$ cat src/rtl/microwave_timer.sv
// microwave_timer: BCD cook-time entry and per-second countdown with finish flag
module microwave_timer #(
  parameter int TICKS_PER_SEC = 1000
) (
  input  logic        clk,
  input  logic        nrst,
  input  logic        digit_valid,
  input  logic [3:0]  digit,
  input  logic        clear,
  input  logic        heat,
  output logic [15:0] disp,
  output logic        finish
);
  localparam int PW = $clog2(TICKS_PER_SEC);
  logic [PW-1:0] pre;
  logic [15:0]   tm, tm_dec;
  logic          last_tick;
  assign disp = tm;
  assign last_tick = pre == PW'(TICKS_PER_SEC - 1);
  // Entered seconds are not normalised, so only the zero digits borrow.
  always_comb begin
    tm_dec = tm;
    if (tm[3:0] != 4'd0) tm_dec[3:0] = tm[3:0] - 4'd1;
    else if (tm[7:4] != 4'd0) begin
      tm_dec[7:4] = tm[7:4] - 4'd1;
      tm_dec[3:0] = 4'd9;
    end else if (tm[15:8] != 8'd0) begin
      tm_dec[7:0] = 8'h59;
      if (tm[11:8] != 4'd0) tm_dec[11:8] = tm[11:8] - 4'd1;
      else begin
        tm_dec[15:12] = tm[15:12] - 4'd1;
        tm_dec[11:8]  = 4'd9;
      end
    end
  end
  always_ff @(posedge clk or negedge nrst) begin
    if (!nrst) begin
      tm     <= '0;
      pre    <= '0;
      finish <= 1'b0;
    end else begin
      finish <= heat && tm == 16'h0000;
      if (clear) begin
        tm  <= '0;
        pre <= '0;
      end else if (!heat && digit_valid && digit <= 4'd9) tm <= {tm[11:0], digit};
      else if (heat) begin
        pre <= last_tick ? '0 : pre + 1'b1;
        if (last_tick && tm != 16'h0000) tm <= tm_dec;
      end
    end
  end
endmodule

$ cat config.mk
export PLATFORM = sky130hd
export DESIGN_NAME = microwave_timer
export DESIGN_NICKNAME = d
export VERILOG_FILES = /design/src/rtl/microwave_timer.sv
export SDC_FILE = /design/constraint.sdc
export NUM_CORES = 1
export LEC_CHECK = 0
export ABC_AREA = 1
export BUFFER_PORTS_ARGS = -buffer_cell sky130_fd_sc_hd__buf_4
export CORE_MARGIN = 2
export CORE_UTILIZATION = 35
export DETAILED_ROUTE_END_ITERATION = 16
export SLEW_MARGIN = 20
export SYNTH_ARGS = -nofsm -noshare
export SYNTH_HDL_FRONTEND = slang
export SYNTH_SLANG_ARGS = --single-unit
$ cat constraint.sdc
create_clock -name clk -period 3.8 [get_ports clk]
set_input_delay 0.38 -clock clk [delete_from_list [all_inputs] [get_ports clk]]
set_output_delay 0.38 -clock clk [all_outputs]
set_load 0.02 [all_outputs]
=== Yosys cells after proc, flatten, opt, wreduce, memory -nomap -nowiden ===
Cells that the tools add are included.

* Input port bits: 9
* Output and inout port bits: 17
* Bits in registers: 27
* Logic and storage cells: 54

* Mux-type cells: 15
* Eq/ne operators: 5
* Order comparisons: 1
* Reductions and logical operators: 22
* Add/subtract/negate cells: 5

{| class="wikitable"
|+ Operators by type and width
! operator !! count
|-
| 16-bit 2-to-1 mux || 5
|-
| 10-bit 2-to-1 mux || 4
|-
| 16-bit zero test || 1
|-
| 8-bit 2-to-1 mux || 2
|-
| 16-bit nonzero test || 1
|-
| 4-bit nonzero test || 4
|-
| 4-bit by 1-bit subtractor with 4-bit output (second input constant) || 4
|-
| 12-bit 2-to-1 mux || 1
|-
| 4-bit 2-to-1 mux || 3
|-
| 10-bit by 1-bit adder with 10-bit output (second input constant) || 1
|-
| 10-bit == test (second input constant) || 1
|-
| 3-bit by 2-bit != test with 1-bit output (second input constant) || 3
|-
| 3-bit nonzero test || 3
|-
| 8-bit nonzero test || 1
|-
| 6-bit AND reduction || 1
|-
| 5-bit AND reduction || 1
|-
| 5-bit nonzero test || 1
|-
| 4-bit <= comparator (second input constant) || 1
|-
| 1-bit logical AND || 4
|-
| 4-bit AND reduction || 1
|-
| 3-bit AND reduction || 1
|-
| 2-bit != test (second input constant) || 1
|-
| 2-bit AND reduction || 1
|-
| 2-bit nonzero test || 1
|-
| 1-bit zero test || 1
|}

=== Depth between registers and ports, before layout ===
Gate-level depths: netlist (run 1).

* Depth after elaboration: 9
* Depth in mapped cells: 10
* Depth with buffers taken out: 10

=== Least setup slack after synthesis (run 1) ===
Ideal clock, no wire load.

* Kind: reg-to-reg
* From: reg tm[12] (netlist: disp[12])
* To: reg tm[4] (netlist: disp[4])
* Setup time: 0.117 ns
* Cell stages (with the launch flop): 10
* Setup slack: 2.322 ns
* Required time: 3.683 ns
* Buffers on the path: 0
* Arrival time: 1.361 ns
* Clock period less this slack: 1.478 ns
* Cells stage by stage: dfrtp_1 -> inv_1 -> ha_1 -> nand2_1 -> nor2_4 -> a21oi_1 -> nand2_1 -> nand2_1 -> nand2_1 -> nand2_1

* Cells in the longest elaborated chain, start to end: 4
* Elaborated cells on any way between the ends: 6
* Classes of those cells: reduce/logical (6)

{| class="wikitable"
|+ Ends and longest elaborated chain
! what !! RTL line !! text
|-
| from (decl) || 16 || <nowiki>logic [15:0] tm, tm_dec;</nowiki>
|-
| from (signal assigned) || 46 || <nowiki>end else if (!heat && digit_valid && digit <= 4'd9) tm <= {tm[11:0], digit};</nowiki>
|-
| from (signal assigned) || 49 || <nowiki>if (last_tick && tm != 16'h0000) tm <= tm_dec;</nowiki>
|-
| 16-bit nonzero test || 49 ||
|-
| 1-bit logical AND || 49 ||
|-
| 3-bit nonzero test (no line) || -- ||
|-
| 4-bit AND reduction (no line) * || -- ||
|}

Every way passes the cells marked *; elsewhere a longest branch is shown, timed or not.
A chain may end at the register's enable or synchronous reset.

=== Worst setup path in the final report (run 1) ===
* From: reg tm[12] (netlist: disp[12])
* To: reg tm[5] (netlist: disp[5])

The elaborated chain is that of the path after synthesis.

==> qor.csv, run 1 <==
metric,value,unit
outcome,completed,
Clock Path Buffers,2,
number of fill cells,518,
IO Count,26,
synthesized area,1779,sq um
total number of vias,1562,
WL per Instance,12.20,microns
ys flop type,dfrtp_1,
drt first pass iters,4,
Post-Layout Inst Area,2087,sq um
post-synthesis average cell area,7.571,sq um
post-DP HPWL,3.007,mm
Worst-Margin Slew,0.4470,ns
total clock sinks,27,
Worst-path clk slew,0.10,ns
die area,5670,sq um
type of the most critical hold path,in -> async,
Final Cycle Share,0.4128,
maximum VDD drop,0.0002264,V
share of layout cells above drive strength 1,0.2061,
Post-DRT Antenna Nets,0,
Fin Clk Skew,0.01111,ns
Max-slew headroom,0.7000,
post-synthesis sequential area ratio,0.3797,
DR vias/cell,4.748,
Nets,274,
die height,75.30,microns
Synth area leader,dfrtp_1,
pre-CTS setup slack,2.047,ns
final wirelength,4.013,mm
CP most frequent cell,nand2_1,
Post-Synthesis Cells,235,
Max H-tree Level,1,
"critical path fanouts, max",4,
Final Hold Fails,0,
synthesized flop and latch total,27,
number of cells on the worst reg-to-reg path,9,
pin count of the biggest net entering global routing,28,
Worst Path Required,3.97,ns
CTS root buffer,clkbuf_8,
die width,75.30,microns
Setup Buffers After CTS,0,
post-cts sizing count,0,
Worst-Skew Late Latency,0.28,ns
placed cell areas,2038,sq um
first-pass GRT wire length,6.927,mm
crit-path max cell delay,0.42,ns
Multi-input gate area,1021,sq um
CP bufs+invs,1,
DRT iter0 DRCs,85,
slowest CP cell,dfrtp_1,
Global Route Usage Sum,0.1597,
"commonest non-fill, non-tap cell in the layout",nand2_1,
YS warnings,0,
max-slew violation count,0,
Post-Syn Nets,246,
ant diodes,0,
Lkg Pwr,1.076,nW
RSZ-0062 raised after global routing,no,
Yosys cell types,27,
CTS Hold Bufs,0,
critical path cell sequence,inv_1 -> ha_1 -> nand2_1 -> nor2_4 -> a21oi_1 -> nand2_1 -> nand2_1 -> nand2_1 -> nand2_1,
Synth top area share,0.3797,
Num CTS Buffers,3,
Setup TNS,0,ns
slack of the critical path,2.231,ns
Rows,25,
"Data arrival, critical path",1.74,ns
Post-synth EDFFs,0,
pwr/cell area,450.5,nW/um^2
GRT overflow,0,
area delta synth->final,17.30,%
"top cells by area, synth","dfrtp_1 (38%), nand2_1 (16%), nand3_1 (5.3%)",
min cycle time layout,1.569,ns
Setup Crit Path Kind,reg -> reg,
register area,675.6,sq um
starting density of the core,0.3694,
CP Launch Type,flip-flop,
GP Congestion,0.8583,
"Setup violations, final",0,
TritonCTS clock tree,built,
vias in the first global route,1488,
WP depth,9,
I/O Buffers,25,
maximum clock frequency,637.5,MHz
Critical path origin,disp[12]$_DFFE_PN0P_,
max-cap violation count,0,
largest delay contributor family on the critical path,simple AND/OR/NAND/NOR gates,
ys async rst share,1.000,
CP Capture Type,flip-flop,
most frequent cells in the layout,"nand2_1 (74), dfrtp_1 (27), buf_4 (25), nor2_1 (23), nand3_1 (19)",
drt drc,0,
core area,4817,sq um
RR Startpoint,disp[12]$_DFFE_PN0P_,
initial antenna violation count,0,
cells by family after synthesis:
| group | share of synthesized area |
|---|---|
| adder cells (fa/ha/maj) | 0.01406 |
| multiplexers | 0.005626 |
| AND/OR/NAND/NOR | 0.4339 |
| XOR/XNOR | 0.03938 |
| flip-flops | 0.3797 |
| buffers and inverters | 0.04641 |
| AO/OA/AOI/OAI | 0.08087 |
path summary, 6_finish.rpt:
path	to	slack [ns]
worst max register to register	disp[5]$_DFFE_PN0P_	2.23
worst min-delay path	pre[2]$_DFFE_PN0P_	0.0004
worst max-delay path	disp[5]$_DFFE_PN0P_	2.23
min in group clk	pre[2]$_DFFE_PN0P_	0.29
worst min register to register	pre[0]$_DFFE_PN0P_	0.51
max in group asynchronous	disp[9]$_DFFE_PN0P_	3.53
cell usage after synthesis (2+ instances only):
master	number
nand3_1	19
nand3b_1	2
ha_1	2
nor2_2	6
nand3_4	2
nand2_4	4
a21oi_1	7
nand2_1	74
o21ai_0	16
nor2_8	2
nor3_1	7
dfrtp_1	27
xnor2_1	2
inv_1	17
xor2_1	6
o21ai_1	3
nor2_1	23
nor2_4	3
nand2_2	5
layer usage:
layer  vias to the layer above  GRT usage  share of wire  routed length [microns]
met1                       731     0.2086           0.48                     1943
li1                        807          -              -                        -
met4                         0    0.02339         0.0057                       23
met5                         -          0              0                        0
met3                         2    0.03439          0.031                      125
met2                        22     0.2783           0.48                     1920
state kept, by name, indices dropped and copies added (netlist names):
signal,flops
disp,16
pre,10
finish,1
final cells by class:
class,count,share of cell area
multi-input combinational,188,0.4892
sequential,27,0.3237
timing repair buffer,25,0.08993
tap,67,0.04017
inverter,18,0.03357
clock buffer,3,0.01978
clock inverter,1,0.003597
report_power, final:
part | internal, mW | switching [mW] | total [mW]
Clock | 0.0745 | 0.0957 | 0.170
Combinational | 0.152 | 0.231 | 0.384
Sequential | 0.325 | 0.0612 | 0.386
per-stage QoR:
| stage | cells | power, mW | util | hold WS, ns |
|---|---|---|---|---|
| 6_report | 329 | 0.9402 | 0.4332 | 0.0003972 |
| 3_5_place_dp | 325 | 0.7784 | 0.4231 | 0.3244 |
| 2_1_floorplan | 235 | 0.6536 | - | 0.08441 |
| 3_3_place_gp | 325 | 0.7798 | 0.4231 | 0.3216 |
| 5_1_grt | 329 | 1.017 | 0.4332 | 0.01840 |
| 4_1_cts | 329 | 0.9513 | 0.4332 | 0.01134 |
Note: power is estimated with default switching activity, not from simulation.
==> inputs of run 2 (changes only) <==
clock period = 1.4 ns   (was 3.8 ns; I/O delays follow)
==> qor.csv, run 2 (same netlist as run 1, synthesis figures left out) <==
metric,value,unit,change
Worst-Margin Slew,0.3706,ns,-0.07637 ns
Final Cycle Share,1.025,,+0.6121
WL per Instance,12.27,microns,+0.56%
type of the most critical hold path,in -> reg,,
I/O Buffers,25,,unchanged
Nets,309,,+13%
"Data arrival, critical path",1.61,ns,-0.13 ns
final wirelength,4.465,mm,+11%
starting density of the core,0.3694,,unchanged
"commonest non-fill, non-tap cell in the layout",nand2_1,,
critical path cell sequence,ha_4 -> nand2_4 -> nor2_4 -> nand3_4 -> nor2_8 -> nand2_8 -> nand2_8 -> nand2_4 -> nand2_1 -> nand2_1,,
core area,4817,sq um,unchanged
"critical path fanouts, max",5,,+1
max-cap violation count,0,,unchanged
ant diodes,0,,unchanged
maximum VDD drop,0.0008008,V,+250%
initial antenna violation count,0,,unchanged
die width,75.30,microns,unchanged
crit-path max cell delay,0.40,ns,-0.02 ns
Setup Crit Path Kind,reg -> reg,,
Num CTS Buffers,3,,unchanged
most frequent cells in the layout,"nand2_1 (71), buf_4 (55), dfrtp_1 (25), nor2_1 (21), nand3_1 (19)",,
drt first pass iters,4,,unchanged
Max-slew headroom,0.7529,,+0.05291
Fin Clk Skew,0.009033,ns,-0.002081 ns
Lkg Pwr,1.306,nW,+21%
CP Capture Type,flip-flop,,
TritonCTS clock tree,built,,
Clock Path Buffers,2,,unchanged
outcome,"finished, violations left",,
total number of vias,1730,,+11%
maximum clock frequency,696.9,MHz,+9.3%
Worst-Skew Late Latency,0.28,ns,about the same
first-pass GRT wire length,7.362,mm,+6.3%
min cycle time layout,1.435,ns,-0.1338 ns
max reg flops,16,,unchanged
Worst Path Required,1.58,ns,-2.39 ns
Worst-path clk slew,0.10,ns,about the same
Setup TNS,-0.1657,ns,-0.1657 ns
total clock sinks,27,,unchanged
GRT overflow,0,,unchanged
CP Launch Type,flip-flop,,
CTS root buffer,clkbuf_8,,
pwr/cell area,1151,nW/um^2,+160%
share of layout cells above drive strength 1,0.3401,,+0.1340
Global Route Usage Sum,0.1723,,+0.01267
"Setup violations, final",10,,+10
DR vias/cell,4.753,,+0.11%
Rows,25,,unchanged
WHS,0.06636,ns,+0.06596 ns
DRT iter0 DRCs,61,,-28%
die area,5670,sq um,unchanged
slack of the critical path,-0.03483,ns,-2.266 ns
placed cell areas,2296,sq um,+13%
slowest CP cell,dfrtp_1,,
drt drc,0,,unchanged
vias in the first global route,1670,,+12%
Post-DRT Antenna Nets,0,,unchanged
Post-Layout Inst Area,2459,sq um,+18%
GP Congestion,0.8376,,-2.4%
RSZ-0062 raised after global routing,yes,,
Final Hold Fails,0,,unchanged
area delta synth->final,38.19,%,
max-slew violation count,0,,unchanged
pin count of the biggest net entering global routing,28,,unchanged
failing checks,setup timing,,
Post-Route Utilization,0.5104,,+0.07714
post-DP HPWL,3.360,mm,+12%
Max H-tree Level,1,,unchanged
IO Count,26,,unchanged
die height,75.30,microns,unchanged
[run 2: changes by cell type in the layout (fill, tap and decap cells not counted), sizes merged]
cell / before / now
clkinvlp: 1 / 0
clkbuf: 3 / 4
nand2: 84 / 85
buf: 25 / 58
dlygate4sd3: 0 / 1
[run 2: final cells by class]
| type | instances | area, sq um |
|---|---|---|
| Fill cell | 539 | 2359 |
| Clock buffer | 4 | 45.04 |
| Tap cell | 67 | 83.83 |
| Inverter | 18 | 72.57 |
| Multi-Input combinational cell | 189 | 1114 |
| Sequential cell | 27 | 678.2 |
| Timing Repair Buffer | 59 | 465.4 |
[run 2: repair_timing]
action / 4_1_cts / 5_1_grt
endpoints found under the hold margin: 27 / 0
setup buffers: 2 / 0
cloned: 1 / 0
pin swaps: 0 / 5
hold buffers: 1 / 0
gates resized for setup: 3 / 17
setup endpoints to repair: 9 / 24
[run 2: path summary, 6_finish.rpt]
path                       cells after the start  slack [ns]          startpoint                    to
max                                           10       -0.03  pre[0]$_DFFE_PN0P_  disp[13]$_DFFE_PN0P_
min                                            2        0.07               clear    pre[2]$_DFFE_PN0P_
max reg2reg                                   10       -0.03  pre[0]$_DFFE_PN0P_  disp[13]$_DFFE_PN0P_
min reg2reg                                    2        0.55  pre[9]$_DFFE_PN0P_    pre[9]$_DFFE_PN0P_
max in group asynchronous                      2        0.80                nrst  disp[13]$_DFFE_PN0P_
min in group asynchronous                      2        0.32                nrst   disp[2]$_DFFE_PN0P_
[run 2: metal layers]
metal	global-route usage	share of wire	vias to the layer above
li1	-	-	882
met1	0.2178	0.45	821
met2	0.3130	0.52	25
met3	0.02910	0.030	2
met4	0.02924	0.0054	0
met5	0	0	-
[run 2: power breakdown]
group          internal (mW)  switching (mW)  leakage [nW]
sequential             0.886          0.0767         0.360
clock                  0.204           0.246        0.0228
combinational          0.625           0.793         0.923
total                   1.72            1.12          1.31
[run 2: worst max-delay path: cells and delay by family (launching register included)]
kind	cells	cell delay, ns
flops	1	0.40
fa+ha+maj	1	0.16
simple gates	9	0.77
[run 2: through the flow]
stage	std cells	power (mW)	setup WS [ns]
floorplan	235	1.788	0.0001055
global route	364	3.063	-0.1349
CTS	364	2.836	-0.05563
finish	364	2.831	-0.03483
detailed placement	356	2.358	-0.08199
global placement	356	2.343	-0.03686
